<file path="src/rtl/mac_share_ctrl.sv">
// mac_share_ctrl
// Shares one 8x8 multiply-accumulate unit between two requesters. Only one
// job runs at a time. Grants go round-robin. A job streams len operand pairs
// from the granted requester, sums their products into a 16-bit accumulator
// (which wraps), and then holds the result until the consumer accepts it.
//
// Ports
//   clk, aclr          clock, asynchronous active-high reset
//   req[1:0]           job request per requester (held until granted)
//   len0, len1         operand-pair count per requester, sampled at grant
//   gnt[1:0]           one-hot grant, grant cycle through result acceptance
//   in_valid/in_ready  per-requester operand handshake
//   a0,b0,a1,b1        unsigned 8-bit operands
//   res_valid/res_ready result handshake
//   result, res_id     accumulated sum and owning requester
//   ovf                accumulator wrapped past 16 bits during the job
module mac_share_ctrl #(
  parameter int LEN_W = 4
) (
  input  logic             clk,
  input  logic             aclr,
  input  logic [1:0]       req,
  input  logic [LEN_W-1:0] len0,
  input  logic [LEN_W-1:0] len1,
  output logic [1:0]       gnt,
  input  logic [1:0]       in_valid,
  output logic [1:0]       in_ready,
  input  logic [7:0]       a0,
  input  logic [7:0]       b0,
  input  logic [7:0]       a1,
  input  logic [7:0]       b1,
  output logic             res_valid,
  input  logic             res_ready,
  output logic [15:0]      result,
  output logic             res_id,
  output logic             ovf
);

  typedef enum logic [1:0] {IDLE, RUN, DONE} state_t;

  state_t           state_reg, state_next;
  logic             g_reg;       // index of the granted requester
  logic             ptr_reg;     // round-robin priority pointer
  logic [LEN_W-1:0] len_reg;
  logic [LEN_W-1:0] count_reg;
  logic [15:0]      acc_reg;
  logic             ovf_reg;

  logic             winner;
  logic [LEN_W-1:0] win_len;
  logic [7:0]       op_a, op_b;
  logic [15:0]      prod;
  logic [16:0]      sum;
  logic [LEN_W-1:0] count_inc;
  logic             fire;
  logic             last;
  logic [1:0]       sel;

  // The pointer requester wins if it is asking. Otherwise the other one wins.
  assign winner    = req[ptr_reg] ? ptr_reg : ~ptr_reg;
  assign win_len   = winner ? len1 : len0;
  assign op_a      = g_reg ? a1 : a0;
  assign op_b      = g_reg ? b1 : b0;
  assign prod      = 16'(op_a) * 16'(op_b);
  assign sum       = {1'b0, acc_reg} + {1'b0, prod};
  assign count_inc = count_reg + 1'b1;
  assign fire      = (state_reg == RUN) && in_valid[g_reg];
  assign last      = (count_inc == len_reg);
  assign sel       = g_reg ? 2'b10 : 2'b01;

  always_ff @(posedge clk or posedge aclr) begin
    if (aclr) state_reg <= IDLE;
    else      state_reg <= state_next;
  end

  always_comb begin
    state_next = state_reg;
    gnt        = 2'b00;
    in_ready   = 2'b00;
    res_valid  = 1'b0;
    case (state_reg)
      IDLE: begin
        // A zero-length job skips RUN. It goes straight to DONE with a
        // cleared accumulator.
        if (req != 2'b00) state_next = (win_len == '0) ? DONE : RUN;
      end
      RUN: begin
        gnt      = sel;
        in_ready = sel;
        if (fire && last) state_next = DONE;
      end
      DONE: begin
        gnt       = sel;
        res_valid = 1'b1;
        if (res_ready) state_next = IDLE;
      end
      default: state_next = IDLE;
    endcase
  end

  always_ff @(posedge clk or posedge aclr) begin
    if (aclr) begin
      g_reg     <= 1'b0;
      ptr_reg   <= 1'b0;
      len_reg   <= '0;
      count_reg <= '0;
      acc_reg   <= '0;
      ovf_reg   <= 1'b0;
    end else begin
      case (state_reg)
        IDLE: begin
          if (req != 2'b00) begin
            g_reg     <= winner;
            len_reg   <= win_len;
            count_reg <= '0;
            acc_reg   <= '0;
            ovf_reg   <= 1'b0;
          end
        end
        RUN: begin
          if (fire) begin
            acc_reg   <= sum[15:0];
            count_reg <= count_inc;
            ovf_reg   <= ovf_reg | sum[16];  // sticky until the next grant
          end
        end
        DONE: begin
          if (res_ready) ptr_reg <= ~g_reg;
        end
        default: ;
      endcase
    end
  end

  assign result = acc_reg;
  assign res_id = g_reg;
  assign ovf    = ovf_reg;

endmodule

</file>
<file path="config.mk">
export PLATFORM = sky130hd
export DESIGN_NAME = mac_share_ctrl
export DESIGN_NICKNAME = d
export VERILOG_FILES = /design/src/rtl/mac_share_ctrl.sv
export SDC_FILE = /design/constraint.sdc
export NUM_CORES = 1
export LEC_CHECK = 0
export ABC_AREA = 0
export CELL_PAD_IN_SITES_DETAIL_PLACEMENT = 1
export CELL_PAD_IN_SITES_GLOBAL_PLACEMENT = 1
export CORE_MARGIN = 2
export CORE_UTILIZATION = 35
export DETAILED_ROUTE_END_ITERATION = 10
export PLACE_DENSITY = 0.82
export SYNTH_ARGS = -nofsm -noshare
export SYNTH_HDL_FRONTEND = slang
export SYNTH_SLANG_ARGS = --single-unit
</file>
<file path="constraint.sdc">
create_clock -name clk -period 6.7 [get_ports clk]
set_input_delay 1.34 -clock clk [delete_from_list [all_inputs] [get_ports clk]]
set_output_delay 1.34 -clock clk [all_outputs]
set_load 0.05 [all_outputs]
</file>
Word-level counts from Yosys, hierarchy flattened --
Cells that the tools add are included. Widths: inputs -> output; s select.
Word-level totals: flip-flop bits (word level) 29, input bits 47, output and inout port bits 23
Operators by class: add/sub/neg operators 2, $mul 1, $lt $le $gt $ge 2, equality and inequality tests 7, muxes and demuxes 26, bitwise gates (word level) 3, reductions and logical operators 11
Operator list (count):
- $mux 16 | 2
- $pmux 16 s2 | 1
- $add 16x16->17 | 1
- $mul 8x8->16 | 1
- $mux 8 | 2
- $mux 2 | 7
- $mux 4 | 3
- $mux 1 | 8
- $pmux 4 s2 | 1
- $ne 2x2->1 const B | 3
- $pmux 2 s3 | 1
- $reduce_and 3->1 | 2
- $add 4x1->4 const B | 1
- $eq 4x4->1 | 1
- $logic_not 4->1 | 1
- $lt 1x2->1 const B | 2
- $reduce_and 2->1 | 2
- $reduce_bool 2->1 | 2
- $eq 2x1->1 const B | 1
- $eq 2x2->1 const B | 1
- $logic_and 1x1->1 | 2
- $logic_not 2->1 | 1
- $ne 2x1->1 const B | 1
- $not 1->1 | 2
- 3 further kinds | 3

Logic depth before layout (Yosys ltp) --
Gate-level depths: netlist of the first run.
depth after elaboration 8, gate-level depth with buffers 19, depth with buffers taken out 16

Worst setup path before layout of the first run --
Ideal clock, no wire load.
kind input to register, start input b1[7], end register acc_reg[12], in the netlist result[12], data arrival time 5.383 ns, data required time 6.573 ns, path slack 1.189 ns, stages on the path 15, path buffers 0, path through mux2i_1 > or2_2 > fa_1 > fa_1 > inv_1 > fa_1 > inv_1 > fa_1 > inv_1 > ha_1 > a21oi_1 > o311ai_4 > a211oi_1 > xor2_1 > o21ai_0
Between the ends: longest elaborated chain between the ends 5
Ends and longest elaborated chain:
- start: declaration | line 31 | input logic [7:0] b1,
- $mux 8 | line 63 | assign op_b = g_reg ? b1 : b0;
- $mul 8x8->16 | line 64 | assign prod = 16'(op_a) * 16'(op_b);
- $add 16x16->17 | line 65 | assign sum = {1'b0, acc_reg} + {1'b0, prod};
- $mux 16 | line 121 | if (fire) begin
- $pmux 16 s2 | line 110 | case (state_reg)
- end signal: assignment | line 122 | acc_reg <= sum[15:0];
- end: declaration | line 46 | logic [15:0] acc_reg;
Every way passes these cells. The select of a mux whose other input is x is not followed. A chain may end at the register's enable or synchronous reset.

Final worst setup path of the first run --
start input b1[6], end register acc_reg[12], in the netlist result[12]
Same word-level chain as after synthesis.

==> results of run 1 <==
[logic make-up after synthesis]
logic type | share of synthesized area, %
AOI/OAI and AO/OA | 9.597
xor gates and xnor gates | 2.948
adders and majority gates | 36.58
buffers and inverters | 10.77
DFF | 17.45
muxes | 7.882
and+or+nand+nor | 14.77
[layer usage]
layer	GRT usage (%)	routed length, um	vias to the layer above
li1	-	-	1653
met1	22.88	4736	1737
met2	34.33	5645	78
met3	2.303	518	13
met4	4.228	137	0
met5	0	0	-
[layout make-up]
type | instances | area [um2] | area share [%]
timing repair buffer | 76 | 743.2 | 14.32
sequential | 29 | 725.7 | 13.99
inverter | 106 | 397.9 | 7.668
clock buffer | 7 | 152.6 | 2.942
clock inverter | 1 | 5.005 | 0.09646
multi-input combinational | 332 | 2985 | 57.54
tap | 143 | 178.9 | 3.448
[stage by stage]
| step | worst slack, ns | utilization, % | hold WS [ns] | cells |
|---|---|---|---|---|
| 6_report | 0.5514 | 45.06 | 0.5021 | 694 |
| 5_1_grt | 0.2947 | 45.06 | 0.5306 | 694 |
| 3_3_place_gp | 0.4517 | 43.69 | 0.4870 | 686 |
| 2_1_floorplan | 1.190 | - | 0.4689 | 476 |
| 4_1_cts | 0.5640 | 45.06 | 0.5098 | 694 |
| 3_5_place_dp | 0.2887 | 43.69 | 0.4989 | 686 |
[critical path: stages]
cell and delay (ns):
sky130_fd_sc_hd__clkdlybuf4s50_1 0.40, sky130_fd_sc_hd__mux2i_1 0.57, sky130_fd_sc_hd__nand2b_1 0.22, sky130_fd_sc_hd__fa_1 0.45
sky130_fd_sc_hd__fa_1 0.56, sky130_fd_sc_hd__inv_1 0.06, sky130_fd_sc_hd__fa_1 0.54, sky130_fd_sc_hd__inv_1 0.06
sky130_fd_sc_hd__fa_1 0.53, sky130_fd_sc_hd__inv_1 0.04, sky130_fd_sc_hd__ha_1 0.35, sky130_fd_sc_hd__a21oi_1 0.34
sky130_fd_sc_hd__o311ai_4 0.20, sky130_fd_sc_hd__a211oi_1 0.37, sky130_fd_sc_hd__xor2_1 0.18, sky130_fd_sc_hd__o21ai_0 0.08
[cells in the mapped netlist, types with 3 or more instances]
cell type,count,area [um2]
sky130_fd_sc_hd__fa_1,51,1021
sky130_fd_sc_hd__or2_2,5,31.28
sky130_fd_sc_hd__ha_1,40,500.5
sky130_fd_sc_hd__mux2_2,11,123.9
sky130_fd_sc_hd__nor2_1,39,146.4
sky130_fd_sc_hd__mux2i_1,19,190.2
sky130_fd_sc_hd__nand3_1,8,40.04
sky130_fd_sc_hd__a21oi_1,9,45.04
sky130_fd_sc_hd__nand2_1,52,195.2
sky130_fd_sc_hd__inv_1,105,394.1
sky130_fd_sc_hd__o31ai_1,3,22.52
sky130_fd_sc_hd__xor2_1,7,61.31
sky130_fd_sc_hd__a31oi_1,3,18.77
sky130_fd_sc_hd__o21ai_0,28,140.1
sky130_fd_sc_hd__buf_2,4,20.02
sky130_fd_sc_hd__nor2b_1,7,43.79
sky130_fd_sc_hd__dfrtp_1,29,725.7
sky130_fd_sc_hd__xnor2_1,7,61.31
sky130_fd_sc_hd__buf_4,3,22.52
sky130_fd_sc_hd__nand2b_1,11,68.82
sky130_fd_sc_hd__a21o_1,3,22.52
[final timing paths]
path,startpoint,to,depth (start not counted)
max in group asynchronous,aclr,result[5]$_DFFE_PP0P_,3
worst min register to register,len_reg[2]$_DFFE_PP0P_,len_reg[2]$_DFFE_PP0P_,2
worst max-delay path,b1[6],result[12]$_DFFE_PP0P_,16
min in group asynchronous,aclr,ptr_reg$_DFFE_PP0P_,3
worst max register to register,res_id$_DFFE_PP0P_,result[12]$_DFFE_PP0P_,15
worst min-delay path,len_reg[2]$_DFFE_PP0P_,len_reg[2]$_DFFE_PP0P_,2
==> flow_metrics.py, run 1 <==
metrics = {
    "status": {
        "status": "finished with violations",
        "violations": "DRC",
    },
    "timing": {
        "grt_setup_unrepaired": "false",
        "finalCriticalPeriod_ns": 6.149,
        "timing.clock.skew_ns": 0.005209,
        "max_clock_freq_mhz": 162.6,
        "hold_viol": 0,
        "finalSetupViolations": 0,
        "tightestPinTransition_ns": 0.9978,
        "worst_slew_margin_rel_pct": 32.78,
        "report.final.slew_viol_count": 0,
        "final.period_utilization_pct": 91.77,
        "totalNegativeSetupSlack_ns": 0,
    },
    "global_route": {
        "global_route.overflow_total": 0,
        "groute.usage.overall_pct": 18.50,
        "antenna_found_initial": 0,
        "grt_pass1_vias": 3973,
        "wire_length_of_the_first_global_routing_pass_mm": 19.19,
        "grt_start_max_net_pins": 31,
    },
    "layout": {
        "drive_above_1_share_pct": 6.715,
        "final_common_cell": "sky130_fd_sc_hd__inv_1",
        "flow.area_growth_from_synthesis_pct": 24.76,
        "nets": 688,
        "finalInstanceArea_um2": 5189,
        "most-common-layout-cells": "sky130_fd_sc_hd__inv_1, sky130_fd_sc_hd__clkdlybuf4s50_1, sky130_fd_sc_hd__nand2_1, sky130_fd_sc_hd__fa_1, sky130_fd_sc_hd__ha_1",
        "largest_register_ffs": 16,
        "antenna_cells": 0,
        "filler_cell_count": 1389,
    },
    "die": {
        "top_level_ports": 70,
        "total_die_area_um2": 12770,
        "placementRows": 39,
        "fp.dieW_um": 113.0,
        "initial_core_util_pct": 36.11,
        "core_area_um2": 11520,
        "die_height_um": 113.0,
    },
    "synth": {
        "sequential_area_share_after_synthesis_pct": 17.45,
        "synth_enable_flop_cells": 0,
        "gate_count_after_technology_mapping": 476,
        "total_number_of_yosys_warnings": 0,
        "post_synthesis_register_bit_count": 29,
        "post_synth.cell_area_avg_um2": 8.737,
        "async_reset_ff_share_pct": 100.0,
        "synth-main-ff-cell": "sky130_fd_sc_hd__dfrtp_1",
        "yosysUniqueCellTypes": 45,
        "synthesis.nets": 614,
        "synth.cell_area_um2": 4159,
    },
    "drt": {
        "detail_route.vias_per_cell": 5.016,
        "drc": 7,
        "routed_wl_mm": 11.04,
        "drt_iter0_drc": 93,
        "route.detailed.wl_per_inst_um": 15.90,
        "route.vias.total": 3481,
        "dr.pass1.iters": 7,
        "ant_nets": 0,
    },
    "placed_design": {
        "postPlaceCellArea_um2": 5031,
        "gpl.final_weighted_congestion": 0.8215,
        "dp.final_hpwl_mm": 9.541,
        "io_buffers": 69,
    },
    "critical_path": {
        "reg2reg_setup_slack_ns": 0.99,
        "cp.arrival_ns": 6.29,
        "endpoint_kind": "flip-flop",
        "start_kind": "primary input",
        "cp_data_required_time_ns": 6.84,
        "path_max_fanout": 8,
        "critical_path_class": "primary input to flip-flop",
    },
    "clocking": {
        "clk_transition_reported_paths_ns": 0.05,
        "clock_latency_ns": 0.27,
        "numClockSinks": 29,
        "postCtsResizedCells": 0,
        "clock_tree.htree_level_count": 2,
        "ctsLongestPathBuffers": 2,
        "cts-buffers-inserted": 5,
        "postCtsSetupBuffers": 0,
        "tritoncts": "done",
        "post_cts_hold_buffer_count": 0,
        "root_buffer": "sky130_fd_sc_hd__clkbuf_16",
    },
    "job": {
        "max_cap_viol_count": 0,
    },
    "worst_hold_path": {
        "worst_hold_path_type": "flip-flop to flip-flop",
    },
}
Power of run 1 is left out: the tool's default activity adds up to more than one toggle a clock period on the data nets, which glitch-free logic cannot reach.
==> run 2, diff against run 1 <==
- SKIP_LAST_GASP: not set -> 1
==> results of run 2 <==
Same layout as run 1: the final DEF is identical, and so are final timing and power.
Power of run 2 is left out for the same reason.
==> run 3, diff against run 2 <==
- CORE_UTILIZATION: 35 -> 40
- CTS_CLUSTER_DIAMETER: not set -> 150
- PLACE_DENSITY: 0.82 -> 0.91
==> run 3 against run 2 <==
The flow now finishes without violations. Design area decreased by 1.7%. Hold slack lost 0.0025 ns. First-iteration DRC count increased by 80%. Critical endpoint unchanged. Sequential cell count did not move.
==> flow_metrics.py, run 3 (same netlist as run 1, synthesis figures left out) <==
metrics = {
    "layout": {
        "final_common_cell": "sky130_fd_sc_hd__inv_1",
        "filler_cell_count": 1237,
        "antenna_cells": 0,
        "drive_above_1_share_pct": 6.193,
        "most-common-layout-cells": "sky130_fd_sc_hd__inv_1, sky130_fd_sc_hd__clkdlybuf4s50_1, sky130_fd_sc_hd__nand2_1, sky130_fd_sc_hd__fa_1, sky130_fd_sc_hd__ha_1",
        "largest_register_ffs": 16,
        "nets": 687,
        "flow.area_growth_from_synthesis_pct": 22.65,
    },
    "clocking": {
        "clock_latency_ns": 0.28,
        "postCtsSetupBuffers": 0,
        "post_cts_hold_buffer_count": 0,
        "root_buffer": "sky130_fd_sc_hd__clkbuf_8",
        "postCtsResizedCells": 0,
        "ctsLongestPathBuffers": 2,
        "clock_tree.htree_level_count": 2,
        "numClockSinks": 29,
        "clk_transition_reported_paths_ns": 0.07,
        "tritoncts": "done",
        "cts-buffers-inserted": 5,
    },
    "global_route": {
        "wire_length_of_the_first_global_routing_pass_mm": 19.54,
        "grt_start_max_net_pins": 31,
        "global_route.overflow_total": 0,
        "grt_pass1_vias": 4066,
        "groute.usage.overall_pct": 21.83,
        "antenna_found_initial": 0,
    },
    "drt": {
        "met2_wirelength_mm": 5.942,
        "detail_route.vias_per_cell": 5.000,
        "detail_route.wirelength.met1_mm": 4.748,
        "route.vias.total": 3425,
        "drt_iter0_drc": 167,
        "drc": 0,
        "routed_wl_mm": 11.51,
        "dr.pass1.iters": 4,
        "dr.max_layer_used": "met4",
        "route.detailed.wl_per_inst_um": 16.80,
        "route.met3.wl_um": 453,
        "ant_nets": 0,
    },
    "critical_path": {
        "critical_path.reg2reg.startpoint": "res_id$_DFFE_PP0P_",
        "cp.arrival_ns": 6.30,
        "critPathLaunch": "b1[6]",
        "endpoint_kind": "flip-flop",
        "critical_path_class": "primary input to flip-flop",
        "start_kind": "primary input",
        "path_max_fanout": 8,
        "cp_data_required_time_ns": 6.85,
    },
    "timing": {
        "timing.clock.skew_ns": 0.006947,
        "tightestPinTransition_ns": 0.9640,
        "finalSetupViolations": 0,
        "grt_setup_unrepaired": "false",
        "hold_viol": 0,
        "final.period_utilization_pct": 91.86,
        "max_clock_freq_mhz": 162.5,
        "totalNegativeSetupSlack_ns": 0,
        "worst_slew_margin_rel_pct": 35.05,
        "finalWorstSetupSlack_ns": 0.5454,
        "report.final.slew_viol_count": 0,
        "finalCriticalPeriod_ns": 6.155,
    },
    "placed_design": {
        "pre_cts_ws_ns": 0.2735,
        "io_buffers": 69,
        "dp.final_hpwl_mm": 9.931,
        "gpl.final_weighted_congestion": 0.8566,
    },
    "die": {
        "placementRows": 37,
        "die_height_um": 106.0,
        "initial_core_util_pct": 40.65,
        "top_level_ports": 70,
        "core_area_um2": 10230,
        "total_die_area_um2": 11230,
        "fp.dieW_um": 106.0,
    },
    "worst_hold_path": {
        "worst_hold_path_type": "flip-flop to flip-flop",
        "hold_path_origin": "len_reg[3]$_DFFE_PP0P_",
    },
    "job": {
        "max_cap_viol_count": 0,
    },
    "status": {
        "status": "complete, no violations",
    },
}
## run 3: cell count changes in the layout (fill, tap and decap cells not counted), sizes merged
cell / delta
clkinv: -1
buf: -1
## run 3: path summary, 6_finish.rpt
| kind | endpoint | slack, ns | cells past startpoint |
|---|---|---|---|
| worst max-delay path | result[12]$_DFFE_PP0P_ | 0.55 | 16 |
| max in group asynchronous | count_reg[0]$_DFFE_PP0P_ | 4.98 | 3 |
| worst min register to register | len_reg[3]$_DFFE_PP0P_ | 0.50 | 2 |
| worst max register to register | result[12]$_DFFE_PP0P_ | 0.91 | 16 |
| min in group asynchronous | ptr_reg$_DFFE_PP0P_ | 1.44 | 3 |
| worst min-delay path | len_reg[3]$_DFFE_PP0P_ | 0.50 | 2 |
## run 3: critical path, stage by stage
cell and delay [ns]:
sky130_fd_sc_hd__clkdlybuf4s50_1 0.41, sky130_fd_sc_hd__mux2i_1 0.54, sky130_fd_sc_hd__nand2b_1 0.22, sky130_fd_sc_hd__fa_1 0.46, sky130_fd_sc_hd__fa_1 0.55, sky130_fd_sc_hd__inv_1 0.06
sky130_fd_sc_hd__fa_1 0.55, sky130_fd_sc_hd__inv_1 0.06, sky130_fd_sc_hd__fa_1 0.54, sky130_fd_sc_hd__inv_1 0.04, sky130_fd_sc_hd__ha_1 0.35, sky130_fd_sc_hd__a21oi_1 0.34
sky130_fd_sc_hd__o311ai_4 0.19, sky130_fd_sc_hd__a211oi_1 0.38, sky130_fd_sc_hd__xor2_1 0.17, sky130_fd_sc_hd__o21ai_0 0.08
## run 3: area by class of cell
type / instances / area, um2 / share of cell area [%]
multi-input combinational: 332 / 2985 / 58.52
timing repair buffer: 75 / 735.7 / 14.42
sequential: 29 / 725.7 / 14.23
inverter: 106 / 397.9 / 7.800
tap: 136 / 170.2 / 3.336
clock buffer: 7 / 86.33 / 1.692
## run 3: routing by layer
| layer | GRT usage, % | vias to the layer above |
|---|---|---|
| li1 | - | 1645 |
| met1 | 25.35 | 1665 |
| met2 | 40.41 | 87 |
| met3 | 3.004 | 28 |
| met4 | 8.647 | 0 |
| met5 | 0 | - |
## run 3: stage by stage
stage	hold WS (ns)	cell area [um2]	utilization, %	cells
5_1_grt	0.5349	5101	49.86	685
6_report	0.4996	5101	49.86	685
4_1_cts	0.5052	5101	49.86	685
3_3_place_gp	0.4843	5015	49.02	678
2_1_floorplan	0.4689	4159	-	476
3_5_place_dp	0.4918	5015	49.02	678
Power of run 3 is left out for the same reason.
==> variant 1: new RTL, flow settings as in run 3 <==
Put one more register stage on the output `ovf`, cleared by the reset. The value now appears one clock later. The other outputs are not delayed to match.
--- a/src/rtl/mac_share_ctrl.sv
+++ b/src/rtl/mac_share_ctrl.sv
@@ -134,7 +134,13 @@
 
   assign result = acc_reg;
   assign res_id = g_reg;
-  assign ovf    = ovf_reg;
+  always_ff @(posedge clk or posedge aclr) begin
+    if (aclr) begin
+      ovf <= '0;
+    end else begin
+      ovf <= ovf_reg;
+    end
+  end
 
 endmodule
 
Function: changed (a bounded check fails within 4 cycles, from zero or initial values).
==> variant 1 against run 3 <==
  * Clock skew is 0.0054 ns higher
  * Cell count stayed put
  * Area after synthesis is 0.60% higher
  * Sequential cell count is 1 higher
  * Maximum frequency is 2.1% lower
  * Setup slack worse by 0.13 ns
  * Register-to-register slack worse by 0.28 ns
  * Routed wire length is 0.24% higher
  * Design area is 0.29% higher
  * Critical endpoint unchanged
Power is not shown: default switching activity piles up to over one toggle a cycle in this logic, so the estimate is an artifact.
==> variant 1: results (changes against run 3) <==
<table>
<tr><th>Metric</th><th>Value</th></tr>
<tr><th colspan="2">Run status</th></tr>
<tr><td>Result of the run</td><td>finished clean</td></tr>
<tr><th colspan="2">Hold path</th></tr>
<tr><td>Endpoint of the worst hold path</td><td>ovf</td></tr>
<tr><td>Hold Path Origin</td><td>ovf_reg</td></tr>
<tr><td>Worst hold stages</td><td>0 (-2)</td></tr>
<tr><th colspan="2">Placed design</th></tr>
<tr><td>Dpl cells</td><td>677 (-0.15%)</td></tr>
<tr><td>Post-DP HPWL</td><td>9860 um (-0.71%)</td></tr>
<tr><td>Placer Congestion</td><td>0.8476 (-1.1%)</td></tr>
<tr><td>Cell area after placement</td><td>5025 sq um (+0.20%)</td></tr>
<tr><th colspan="2">Routing</th></tr>
<tr><td>Number of vias in the routed layout</td><td>3501 (+2.2%)</td></tr>
<tr><td>Total detailed-routing wirelength</td><td>11530 um (+0.24%)</td></tr>
<tr><td>Initial DRC count</td><td>103 (-38%)</td></tr>
<tr><th colspan="2">CTS</th></tr>
<tr><td>Clk slew on worst S/H paths</td><td>~0.080 ns</td></tr>
<tr><th colspan="2">Global route</th></tr>
<tr><td>Global Route Usage Sum</td><td>0.2184 (about the same)</td></tr>
<tr><td>First-pass GRT wire length</td><td>19580 um (+0.18%)</td></tr>
<tr><td>Pin count of the biggest net entering global routing</td><td>31 (unchanged)</td></tr>
<tr><td>Number of global-route vias before repair</td><td>4158 (+2.3%)</td></tr>
<tr><th colspan="2">Final layout</th></tr>
<tr><td>Fraction of layout instances using a drive strength above 1</td><td>0.06011 (-0.001821)</td></tr>
<tr><td>Layout fillers</td><td>1219 (-1.5%)</td></tr>
<tr><td>Fin area</td><td>5116 sq um (+0.29%)</td></tr>
<tr><th colspan="2">Critical path</th></tr>
<tr><td>R2r setup slk</td><td>0.63 ns (-0.28 ns)</td></tr>
<tr><td>Largest fanout of any net on the critical path</td><td>8 (unchanged)</td></tr>
<tr><td>Worst r2r path cells</td><td>15 (-1)</td></tr>
<tr><th colspan="2">Yosys</th></tr>
<tr><td>Post-synth top cells</td><td>sky130_fd_sc_hd__inv_1 (105), sky130_fd_sc_hd__nand2_1 (52), sky130_fd_sc_hd__fa_1 (51)</td></tr>
<tr><td>Nets in the synthesized netlist</td><td>615 (+0.16%)</td></tr>
<tr><td>Largest cells by area after synthesis</td><td>sky130_fd_sc_hd__fa_1 (24%), sky130_fd_sc_hd__dfrtp_1 (18%), sky130_fd_sc_hd__ha_1 (12%)</td></tr>
<tr><th colspan="2">STA</th></tr>
<tr><td>Post-Route Skew</td><td>0.01233 ns (+0.005381 ns)</td></tr>
<tr><td>Worst relative slew slack</td><td>0.2756 (-0.07495)</td></tr>
</table>
==> variant 1: cell types whose count changed in the layout (fill, tap and decap cells not counted) <==
cell	change
sky130_fd_sc_hd__clkinv_2	+1
sky130_fd_sc_hd__buf_4	-2
sky130_fd_sc_hd__dfrtp_1	+1
==> variant 1: worst max path at each step <==
stage	from	end	slack [ns]
2_1_floorplan	b1[7]	result[12]	1.19
4_1_cts	b1[7]	result[12]	0.36
3_3_place_gp	b1[7]	result[12]	0.46
5_1_grt	b1[5]	result[12]	0.12
6_report	b1[7]	result[12]	0.41
3_5_place_dp	b1[7]	result[12]	0.07
==> variant 1: area by class of cell <==
class	count	area share
Multi-Input combinational cell	332	0.5835
Sequential cell	30	0.1467
Timing Repair Buffer	73	0.1409
Inverter	106	0.07777
Tap cell	136	0.03326
Clock buffer	7	0.01687
Clock inverter	1	0.0009782
==> variant 1: kinds of logic after synthesis <==
logic type                 Yosys count  share of synthesized area
AOI/OAI and AO/OA                   61                    0.09540
adders and majority gates           91                     0.3636
and+or+nand+nor                    135                     0.1468
xor gates and xnor gates            14                    0.02931
muxes                               31                    0.07835
buffers and inverters              115                     0.1071
DFF                                 30                     0.1794
==> variant 1: critical path: cells and delay by family <==
family	cells	cell delay, ns
adders and majority gates	5	2.53
muxes	1	0.21
xor gates and xnor gates	1	0.17
buffers and inverters	4	0.64
and+or+nand+nor	1	0.42
AOI/OAI and AO/OA	4	1.12
==> variant 1: metal layers <==
layer / vias up / track usage / part of all wire
met4: 0 / 0.06297 / 0.020
met5: - / 0 / 0
li1: 1641 / - / -
met2: 88 / 0.4222 / 0.54
met1: 1747 / 0.2475 / 0.40
met3: 25 / 0.02943 / 0.040
==> variant 1: stage by stage <==
step,setup slack (ns),hold WS [ns]
final,0.4139,0.4373
after global routing,0.1229,0.4345
after CTS,0.3604,0.4223
after detailed placement,0.07165,0.3913
after global placement,0.4575,0.3906
after floorplan,1.190,0.3478
==> variant 2: new RTL, flow settings as in run 3 <==
Made on the original files. Set the parameter `LEN_W` to 8 (it was 4).
--- a/src/rtl/mac_share_ctrl.sv
+++ b/src/rtl/mac_share_ctrl.sv
@@ -15,7 +15,7 @@
 //   result, res_id     accumulated sum and owning requester
 //   ovf                accumulator wrapped past 16 bits during the job
 module mac_share_ctrl #(
-  parameter int LEN_W = 4
+  parameter int LEN_W = 8
 ) (
   input  logic             clk,
   input  logic             aclr,
Interface: changed (resized len0 and len1); port bits go from 70 to 78. No check against the original RTL was run, so the function may have changed too.
==> variant 2 against run 3 <==
  * Area after synthesis up 12%
  * Design area increased by 13%
  * Die area is 11% higher
  * Sequential cell count increased by 8
  * Utilization grew 0.72 points
  * Largest cell class unchanged
  * Highest routed layer unchanged
  * Setup slack got worse by 0.14 ns
  * Routed wire length up 11%
  * Sequential share of layout area is 1.9 points higher
Power is left out: the tool's default activity adds up to more than one toggle a clock period on the data nets, which glitch-free logic cannot reach.
==> variant 2: results (changes against run 3) <==
<table>
<tr><th>Metric</th><th>Value</th></tr>
<tr><th colspan="2">Run status</th></tr>
<tr><td>Result of the run</td><td>finished clean</td></tr>
<tr><th colspan="2">Global route</th></tr>
<tr><td>Met2 global-route usage</td><td>0.4117 (+0.007570)</td></tr>
<tr><td>First-pass GRT wire length</td><td>22110 um (+13%)</td></tr>
<tr><td>Global Route Usage Sum</td><td>0.2162 (-0.002079)</td></tr>
<tr><td>GRT met3 Usage</td><td>0.03321 (+0.003163)</td></tr>
<tr><td>Pin count of the biggest net entering global routing</td><td>38 (+23%)</td></tr>
<tr><td>Global-route met1 utilization</td><td>0.2461 (-0.007448)</td></tr>
<tr><th colspan="2">Routing</th></tr>
<tr><td>Initial DRC count</td><td>169 (+1.2%)</td></tr>
<tr><td>Total detailed-routing wirelength</td><td>12740 um (+11%)</td></tr>
<tr><td>Number of vias in the routed layout</td><td>3984 (+16%)</td></tr>
<tr><td>Met2 wire length</td><td>6894 um (+16%)</td></tr>
<tr><th colspan="2">Final layout</th></tr>
<tr><td>Number of nets at the end of the flow</td><td>764 (+11%)</td></tr>
<tr><td>Layout fillers</td><td>1379 (+11%)</td></tr>
<tr><td>Fraction of layout instances using a drive strength above 1</td><td>0.05493 (-0.007003)</td></tr>
<tr><th colspan="2">STA</th></tr>
<tr><td>Worst relative slew slack</td><td>0.2509 (-0.09960)</td></tr>
<tr><td>Post-Route Skew</td><td>0.005177 ns (-0.001770 ns)</td></tr>
<tr><td>Worst slack on hold paths</td><td>0.5006 ns (+0.0009790 ns)</td></tr>
<tr><th colspan="2">Placed design</th></tr>
<tr><td>Input/output buffers</td><td>77 (+12%)</td></tr>
<tr><td>Placer Congestion</td><td>0.8279 (-3.4%)</td></tr>
<tr><td>Cell area after placement</td><td>5593 sq um (+12%)</td></tr>
<tr><th colspan="2">Yosys</th></tr>
<tr><td>Post-synth top cells</td><td>sky130_fd_sc_hd__inv_1 (105), sky130_fd_sc_hd__nand2_1 (60), sky130_fd_sc_hd__fa_1 (51)</td></tr>
<tr><td>Yosys cell types</td><td>43 (-4.4%)</td></tr>
<tr><td>Largest cells by area after synthesis</td><td>sky130_fd_sc_hd__fa_1 (22%), sky130_fd_sc_hd__dfrtp_1 (20%), sky130_fd_sc_hd__ha_1 (11%)</td></tr>
<tr><th colspan="2">Hold path</th></tr>
<tr><td>Hold Path Origin</td><td>len_reg[4]</td></tr>
<tr><td>Endpoint of the worst hold path</td><td>len_reg[4]</td></tr>
<tr><th colspan="2">Critical path</th></tr>
<tr><td>Worst r2r path cells</td><td>15 (-1)</td></tr>
<tr><td>R2r setup slk</td><td>0.73 ns (-0.18 ns)</td></tr>
<tr><td>Arrival time reported for the critical path endpoint</td><td>6.46 ns (+0.16 ns)</td></tr>
</table>
[variant 2: cell types whose count changed in the layout (fill, tap and decap cells not counted), moves of 4 or more]
cell,delta
sky130_fd_sc_hd__dfrtp_1,+8
sky130_fd_sc_hd__o21a_1,+4
sky130_fd_sc_hd__clkbuf_16,+5
sky130_fd_sc_hd__o21ai_0,+10
sky130_fd_sc_hd__nand2_1,+8
sky130_fd_sc_hd__o31ai_1,+4
sky130_fd_sc_hd__xnor2_1,+6
sky130_fd_sc_hd__nor2_1,+8
sky130_fd_sc_hd__mux2i_1,+5
sky130_fd_sc_hd__clkbuf_8,-4
sky130_fd_sc_hd__nand3_1,-4
sky130_fd_sc_hd__clkdlybuf4s50_1,+8
[variant 2: cells by family (layout without fill, tap and decap cells)]
family | after synthesis | after routing | synth area share
AOI/OAI and AO/OA | 81 | 81 | 0.1049
adders and majority gates | 91 | 91 | 0.3270
and+or+nand+nor | 157 | 157 | 0.1546
DFF | 37 | 37 | 0.1990
buffers and inverters | 118 | 197 | 0.09734
muxes | 34 | 34 | 0.07583
xor gates and xnor gates | 22 | 22 | 0.04141
[variant 2: per-stage QoR]
stage                       util  cells
after global placement    0.4919    754
after detailed placement  0.4919    754
after global routing      0.5058    762
final                     0.5058    762
after CTS                 0.5058    762
after floorplan                -    540
[variant 2: how the worst max path moves through the flow]
stage | start | depth (start not counted) | to | slack [ns]
after floorplan | b1[7] | 15 | result[15] | 1.07
after global placement | b1[6] | 17 | result[15] | 0.33
after detailed placement | b1[6] | 17 | result[15] | 0.11
after CTS | b1[6] | 17 | result[15] | 0.41
after global routing | a1[3] | 16 | result[15] | 0.18
final | a1[3] | 16 | result[15] | 0.40
[variant 2: layout make-up]
class | instances | share of cell area
inverters | 106 | 0.06919
flip-flops and latches | 37 | 0.1610
well taps | 143 | 0.03111
repair buffers | 83 | 0.1419
clock buffers | 7 | 0.02654
multi-input cells | 385 | 0.5694
clock inverters | 1 | 0.0008703
[variant 2: worst max-delay path, cell delays in order]
cell and delay, ns:
sky130_fd_sc_hd__clkdlybuf4s50_1 0.40, sky130_fd_sc_hd__mux2i_1 0.57, sky130_fd_sc_hd__nor2_1 0.14, sky130_fd_sc_hd__fa_1 0.54
sky130_fd_sc_hd__fa_1 0.53, sky130_fd_sc_hd__fa_1 0.56, sky130_fd_sc_hd__inv_1 0.07, sky130_fd_sc_hd__fa_1 0.55
sky130_fd_sc_hd__inv_1 0.05, sky130_fd_sc_hd__ha_1 0.36, sky130_fd_sc_hd__a21o_1 0.21, sky130_fd_sc_hd__a211oi_1 0.33
sky130_fd_sc_hd__nor3b_1 0.11, sky130_fd_sc_hd__o31ai_1 0.26, sky130_fd_sc_hd__mux2i_1 0.13, sky130_fd_sc_hd__a221o_1 0.33
